File: src/rtl/scene_seq_pkg.sv
// Shared types and defaults for the scene sequencer: FSM states, default sizing
// and the frame counter width.
package scene_seq_pkg;

    typedef enum logic [2:0] {
        ST_LOAD,
        ST_START,
        ST_WAIT,
        ST_DONE,
        ST_ERROR
    } state_t;

    localparam int DEF_NUM_FIELDS = 3;
    localparam int DEF_DATA_W     = 14;
    localparam int DEF_NUM_STAGES = 3;
    localparam int DEF_TIMEOUT_W  = 20;
    localparam int FRAME_CNT_W    = 16;

    // Index width that stays legal when a count collapses to one.
    function automatic int idx_w(input int n);
        return (n > 1) ? $clog2(n) : 1;
    endfunction

endpackage

File: src/rtl/scene_sequencer_if.sv
// Field loading, stage handshake and frame status bundle between the sequencer
// (slave) and its environment (master).
interface scene_sequencer_if #(
    parameter int NUM_FIELDS = scene_seq_pkg::DEF_NUM_FIELDS,
    parameter int DATA_W     = scene_seq_pkg::DEF_DATA_W,
    parameter int NUM_STAGES = scene_seq_pkg::DEF_NUM_STAGES
) ();
    import scene_seq_pkg::*;

    logic [NUM_FIELDS-1:0]          load;
    logic [DATA_W-1:0]              data;
    logic                           continuous;
    logic [NUM_STAGES-1:0]          stage_done;
    logic [NUM_FIELDS*DATA_W-1:0]   fields;
    logic [NUM_STAGES-1:0]          stage_start;
    logic [idx_w(NUM_STAGES)-1:0]   grid_sel;
    logic                           busy;
    logic                           frame_done;
    logic [FRAME_CNT_W-1:0]         frame_count;
    logic                           error;

    modport master (
        output load, data, continuous, stage_done,
        input  fields, stage_start, grid_sel, busy, frame_done, frame_count, error
    );

    modport slave (
        input  load, data, continuous, stage_done,
        output fields, stage_start, grid_sel, busy, frame_done, frame_count, error
    );

endinterface

File: src/rtl/scene_sequencer_edge_detect.sv
// Registered rising-edge detector; rise_o is combinational from the live input
// and last cycle's history, and is masked for the first cycle after reset.
module edge_detect #(
    parameter int WIDTH = 1
) (
    input  logic             clock,
    input  logic             reset,
    input  logic [WIDTH-1:0] sig_i,
    output logic [WIDTH-1:0] rise_o
);

    logic [WIDTH-1:0] hist_q;
    logic             armed_q;

    always_ff @(posedge clock) begin
        if (reset) begin
            hist_q  <= '0;
            armed_q <= 1'b0;
        end else begin
            hist_q  <= sig_i;
            armed_q <= 1'b1;
        end
    end

    // A level held through reset sees zero history; the arm flag stops it reading as an edge.
    assign rise_o = armed_q ? (sig_i & ~hist_q) : '0;

endmodule

File: src/rtl/scene_sequencer.sv
// Captures operand fields, then starts each sub-block in turn and waits for its done,
// optionally looping the tail stages; a per-stage watchdog traps into a sticky error.
module scene_sequencer
    import scene_seq_pkg::*;
#(
    parameter int NUM_FIELDS = DEF_NUM_FIELDS,
    parameter int DATA_W     = DEF_DATA_W,
    parameter int NUM_STAGES = DEF_NUM_STAGES,
    parameter int LOOP_STAGE = NUM_STAGES - 1,
    parameter int TIMEOUT_W  = DEF_TIMEOUT_W
) (
    input  logic             clock,
    input  logic             reset,
    scene_sequencer_if.slave bus
);

    localparam int FIDX_W = idx_w(NUM_FIELDS);
    localparam int SEL_W  = idx_w(NUM_STAGES);

    state_t                       state_q, state_d;
    logic [FIDX_W-1:0]            f_q, f_d;
    logic [SEL_W-1:0]             s_q, s_d;
    logic [NUM_FIELDS*DATA_W-1:0] fields_q, fields_d;
    logic [FRAME_CNT_W-1:0]       frame_cnt_q, frame_cnt_d;
    logic [TIMEOUT_W-1:0]         wdog_q, wdog_d;

    logic [NUM_FIELDS-1:0]        load_rise;
    logic [NUM_STAGES-1:0]        stage_start;
    logic [SEL_W-1:0]             grid_sel;
    logic                         busy;
    logic                         frame_done;
    logic                         error;

    edge_detect #(.WIDTH(NUM_FIELDS)) u_load_edge (
        .clock  (clock),
        .reset  (reset),
        .sig_i  (bus.load),
        .rise_o (load_rise)
    );

    always_ff @(posedge clock) begin
        if (reset) begin
            state_q     <= ST_LOAD;
            f_q         <= '0;
            s_q         <= '0;
            fields_q    <= '0;
            frame_cnt_q <= '0;
            wdog_q      <= '0;
        end else begin
            state_q     <= state_d;
            f_q         <= f_d;
            s_q         <= s_d;
            fields_q    <= fields_d;
            frame_cnt_q <= frame_cnt_d;
            wdog_q      <= wdog_d;
        end
    end

    always_comb begin
        state_d     = state_q;
        f_d         = f_q;
        s_d         = s_q;
        fields_d    = fields_q;
        frame_cnt_d = frame_cnt_q;
        wdog_d      = wdog_q;
        stage_start = '0;
        grid_sel    = '0;
        busy        = 1'b0;
        frame_done  = 1'b0;
        error       = 1'b0;

        // Live operand updates while looping; simultaneous edges all take the same data.
        if (bus.continuous && (state_q != ST_LOAD)) begin
            for (int k = 0; k < NUM_FIELDS; k++) begin
                if (load_rise[k]) begin
                    fields_d[k*DATA_W +: DATA_W] = bus.data;
                end
            end
        end

        case (state_q)
            ST_LOAD: begin
                if (load_rise[f_q]) begin
                    fields_d[f_q*DATA_W +: DATA_W] = bus.data;
                    if (f_q == FIDX_W'(NUM_FIELDS - 1)) begin
                        f_d     = '0;
                        s_d     = '0;
                        state_d = ST_START;
                    end else begin
                        f_d = f_q + FIDX_W'(1);
                    end
                end
            end
            ST_START: begin
                stage_start[s_q] = 1'b1;
                busy             = 1'b1;
                grid_sel         = s_q;
                wdog_d           = '0;
                state_d          = ST_WAIT;
            end
            ST_WAIT: begin
                busy     = 1'b1;
                grid_sel = s_q;
                if (bus.stage_done[s_q]) begin
                    if (s_q == SEL_W'(NUM_STAGES - 1)) begin
                        state_d = ST_DONE;
                    end else begin
                        s_d     = s_q + SEL_W'(1);
                        state_d = ST_START;
                    end
                end else begin
                    wdog_d = wdog_q + TIMEOUT_W'(1);
                    if (&wdog_d) begin
                        state_d = ST_ERROR;
                    end
                end
            end
            ST_DONE: begin
                frame_done  = 1'b1;
                frame_cnt_d = frame_cnt_q + FRAME_CNT_W'(1);
                if (bus.continuous) begin
                    s_d     = SEL_W'(LOOP_STAGE);
                    state_d = ST_START;
                end else begin
                    f_d     = '0;
                    state_d = ST_LOAD;
                end
            end
            ST_ERROR: begin
                error = 1'b1;
            end
            default: begin
                state_d = ST_LOAD;
            end
        endcase
    end

    assign bus.fields      = fields_q;
    assign bus.stage_start = stage_start;
    assign bus.grid_sel    = grid_sel;
    assign bus.busy        = busy;
    assign bus.frame_done  = frame_done;
    assign bus.frame_count = frame_cnt_q;
    assign bus.error       = error;

endmodule

File: src/flat_wrapper.sv
// flat-port wrapper written by rule: the top's interface ports become plain ports
module scene_sequencer_flat import scene_seq_pkg::*;
#(
    parameter int NUM_FIELDS = DEF_NUM_FIELDS,
    parameter int DATA_W     = DEF_DATA_W,
    parameter int NUM_STAGES = DEF_NUM_STAGES,
    parameter int LOOP_STAGE = NUM_STAGES - 1,
    parameter int TIMEOUT_W  = DEF_TIMEOUT_W
)
  (clock, reset, bus_load, bus_data, bus_continuous, bus_stage_done, bus_fields, bus_stage_start, bus_grid_sel, bus_busy, bus_frame_done, bus_frame_count, bus_error);
  scene_sequencer_if #(.NUM_FIELDS(NUM_FIELDS), .DATA_W(DATA_W), .NUM_STAGES(NUM_STAGES)) bus_i ();
  input  logic clock;
  input  logic reset;
  input wire logic [$bits(bus_i.load)-1:0] bus_load;
  input wire logic [$bits(bus_i.data)-1:0] bus_data;
  input wire logic [$bits(bus_i.continuous)-1:0] bus_continuous;
  input wire logic [$bits(bus_i.stage_done)-1:0] bus_stage_done;
  output wire logic [$bits(bus_i.fields)-1:0] bus_fields;
  output wire logic [$bits(bus_i.stage_start)-1:0] bus_stage_start;
  output wire logic [$bits(bus_i.grid_sel)-1:0] bus_grid_sel;
  output wire logic [$bits(bus_i.busy)-1:0] bus_busy;
  output wire logic [$bits(bus_i.frame_done)-1:0] bus_frame_done;
  output wire logic [$bits(bus_i.frame_count)-1:0] bus_frame_count;
  output wire logic [$bits(bus_i.error)-1:0] bus_error;
  assign bus_i.load = bus_load;
  assign bus_i.data = bus_data;
  assign bus_i.continuous = bus_continuous;
  assign bus_i.stage_done = bus_stage_done;
  assign bus_fields = bus_i.fields;
  assign bus_stage_start = bus_i.stage_start;
  assign bus_grid_sel = bus_i.grid_sel;
  assign bus_busy = bus_i.busy;
  assign bus_frame_done = bus_i.frame_done;
  assign bus_frame_count = bus_i.frame_count;
  assign bus_error = bus_i.error;
  scene_sequencer #(.NUM_FIELDS(NUM_FIELDS), .DATA_W(DATA_W), .NUM_STAGES(NUM_STAGES), .LOOP_STAGE(LOOP_STAGE), .TIMEOUT_W(TIMEOUT_W)) u_core (.clock(clock), .reset(reset), .bus(bus_i));
endmodule
File: config.mk
export PLATFORM = sky130hd
export DESIGN_NAME = scene_sequencer_flat
export DESIGN_NICKNAME = d
export VERILOG_FILES = /design/src/rtl/scene_seq_pkg.sv /design/src/rtl/scene_sequencer_if.sv /design/src/rtl/scene_sequencer_edge_detect.sv /design/src/rtl/scene_sequencer.sv /design/src/flat_wrapper.sv
export SDC_FILE = /design/constraint.sdc
export NUM_CORES = 1
export LEC_CHECK = 0
export CAP_MARGIN = 40
export CELL_PAD_IN_SITES_DETAIL_PLACEMENT = 1
export CELL_PAD_IN_SITES_GLOBAL_PLACEMENT = 1
export CORE_ASPECT_RATIO = 1.25
export CORE_UTILIZATION = 35
export CTS_CLUSTER_DIAMETER = 30
export CTS_CLUSTER_SIZE = 40
export DETAILED_ROUTE_END_ITERATION = 10
export HOLD_SLACK_MARGIN = 0.03
export PLACE_DENSITY_LB_ADDON = 0.08
export REMOVE_ABC_BUFFERS = 1
export SKIP_CTS_REPAIR_TIMING = 1
export SYNTH_ARGS = -nofsm -noshare
export SYNTH_HDL_FRONTEND = slang
export SYNTH_SLANG_ARGS = --single-unit
File: constraint.sdc
create_clock -name clock -period 3.6 [get_ports clock]
set_input_delay 1.08 -clock clock [delete_from_list [all_inputs] [get_ports clock]]
set_output_delay 1.08 -clock clock [all_outputs]
set_load 0.02 [all_outputs]
==> results.cfg <==
[place]
placed_area_um2 = 6270
place_congestion = 0.789
io_buffers = 88
dp_hpwl_um = 11700

[clock_tree]
tritoncts = built
numCtsBuffers = 9
cts_buffer_depth = 2
ctsRootBufferMaster = clkbuf_16
cts.sinks = 89
clkTransAtPathRegs_ns = 0.06
clk_latency_ns = 0.35
h-tree-depth = 3

[pwr]
cellLeakagePower_uw = 0.00223
powerDensity_nw_per_um2 = 363
vdd_ir_drop_max_v = 0.000183

[grt]
grt_pass1_wl_um = 26400
busiest_layer = met2
grt_max_degree = 39
grt_util_met2_pct = 41.8
grt_pass1_vias = 5208
met1_usage_pct = 24.1
grt_usage_pct = 21.6
grt_overflow_total = 0
grt.met3_usage_pct = 2.62
antenna_found_initial = 0

[routing]
wl_per_cell_um = 18.0
drc = 0
firstDrtPassIters = 4
vias_per_cell = 5.74
drt_iter0_markers = 191
vias = 5182
wl_um = 16300
ant_nets = 0

[timing]
setup_viol = 0
maxSlewHeadroom_pct = 55.6
skew_ns = 0.00887
fmax_mhz = 302
holdWs_ns = 0.514
drv_slew = 0
worstMarginPinSlew_ns = 0.655
hold_viol = 0
post-route-period-util_pct = 91.9
rsz0062_at_grt = no
fin_crit_ns = 3.31

[setup_path]
cp_max_fo = 13
slowest_delay_ns = 0.60
path_class = flop to output port
arrival_ns = 2.23
worstPathCellList = nand2b_1 -> a21oi_1 -> and2_1 -> clkdlybuf4s50_1
worstSetupEndpointType = output port
start_kind = flop
cp_slowest_cell = clkdlybuf4s50_1
critPathBufInv = 1
critPathTopFamily = buffers and inverters
required_ns = 2.52

[floorplanning]
core_um2 = 14400
die_y_um = 138
dieArea_um2 = 15300
num_io_pins = 89
rows = 49
die_x_um = 111
initial_core_util_pct = 35.9

[synthesis]
synth_flop_cell = dfxtp_1
syn_area_per_cell_um2 = 7.97
netlist_area_um2 = 5180
synth_cell_types = 61
seq_area_frac_synth_pct = 34.4
synth_area_leaders = dfxtp_1, nor2_1, mux2i_1, a21oi_1, a31oi_1
yosysWarnings = 0
synth_top_area_share_pct = 34.4
yosysTopAreaCell = dfxtp_1
ys_ff_latch = 89
synth_edf_count = 0
synthArstFlopShare_pct = 0
syn_inst = 650

[status]
status = finished, final reports clean

[final_layout]
fin_area_um2 = 6580
layout_commonest_cell = nor2_1
area_growth_pct = 27.1
fin_nets = 756
layout-drive-gt1-share_pct = 8.00
final_cell_mix = nor2_1, dfxtp_1, clkdlybuf4s50_1
antennaDiodeCount = 0

[min_path]
min-delay-path-class = flop to flop

[run]
drv_cap = 0
-- metrics by stage --
step | setup TNS (ns) | util, % | cells | total power [uW] | setup slack [ns]
6_report | 0 | 45.7 | 903 | 2390 | 0.293
5_1_grt | 0 | 45.7 | 903 | 2480 | 0.155
4_1_cts | 0 | 45.7 | 903 | 2420 | 0.275
3_5_place_dp | 0 | 43.5 | 888 | 1390 | 0.269
3_3_place_gp | 0 | 43.5 | 887 | 1390 | 0.322
2_1_floorplan | -5.67 | - | 598 | 1230 | -0.357
-- cell type report --
class	instances	area, um^2
fillers	1753	7830
multi-input cells	496	3150
flip-flops and latches	89	1780
repair buffers	112	1070
clock buffers	9	225
well taps	178	223
clock inverters	6	83.8
inverters	13	48.8
-- kinds of logic after synthesis --
| kind of cell | share of synthesized area [%] |
|---|---|
| compound gates | 21.2 |
| xor+xnor | 3.21 |
| fa+ha+maj | 2.90 |
| buf+inv | 5.07 |
| flops | 34.4 |
| mux | 9.57 |
| simple gates | 23.7 |
-- final timing paths --
path / from / to / slack [ns] / cells past startpoint
worst max-delay path: u_core.state_q[0]$_SDFFE_PP0P_ / bus_grid_sel[0] / 0.29 / 4
worst min-delay path: u_core.wdog_q[16]$_SDFFE_PP0P_ / u_core.wdog_q[16]$_SDFFE_PP0P_ / 0.51 / 1
worst max register to register: u_core.wdog_q[0]$_SDFFE_PP0P_ / u_core.state_q[1]$_SDFFE_PP0P_ / 0.48 / 7
worst min register to register: u_core.wdog_q[16]$_SDFFE_PP0P_ / u_core.wdog_q[16]$_SDFFE_PP0P_ / 0.51 / 1
-- Yosys cell counts, types with 7 or more instances --
master / number
clkbuf_1: 42
xor2_1: 13
inv_1: 11
nor2_1: 122
a21oi_1: 44
a221oi_1: 10
nand4_1: 10
o21ai_0: 22
nand3_1: 14
mux2i_1: 36
nand2b_1: 12
mux2_2: 7
nor3_1: 15
and2_1: 9
dfxtp_1: 89
a22oi_1: 11
ha_1: 12
a31oi_1: 32
nand2_1: 29
a211oi_1: 9
a32oi_1: 7
nor2b_1: 8
-- registers in the layout, summed over array words and instances (netlist names) --
| signal | cells |
|---|---|
| u_core.bus.fields | 42 |
| u_core.wdog_q | 20 |
| u_core.bus.frame_count | 16 |
| u_core.state_q | 3 |
| u_core.u_load_edge.hist_q | 3 |
| u_core.f_q | 2 |
| u_core.s_q | 2 |
| u_core.u_load_edge.armed_q | 1 |
-- where the power goes --
| group | total [uW] | switching [uW] | leakage [uW] | internal [uW] |
|---|---|---|---|---|
| Clock | 1020 | 416 | 0.000155 | 602 |
| Combinational | 355 | 217 | 0.00136 | 139 |
| Sequential | 1020 | 14.1 | 0.000719 | 1000 |
-- metal layers --
metal | up-vias | part of all wire [%]
li1 | 2495 | -
met2 | 89 | 53
met4 | 0 | 1.8
met3 | 18 | 2.7
met1 | 2580 | 42
met5 | - | 0
(Power assumes the default switching activity.)
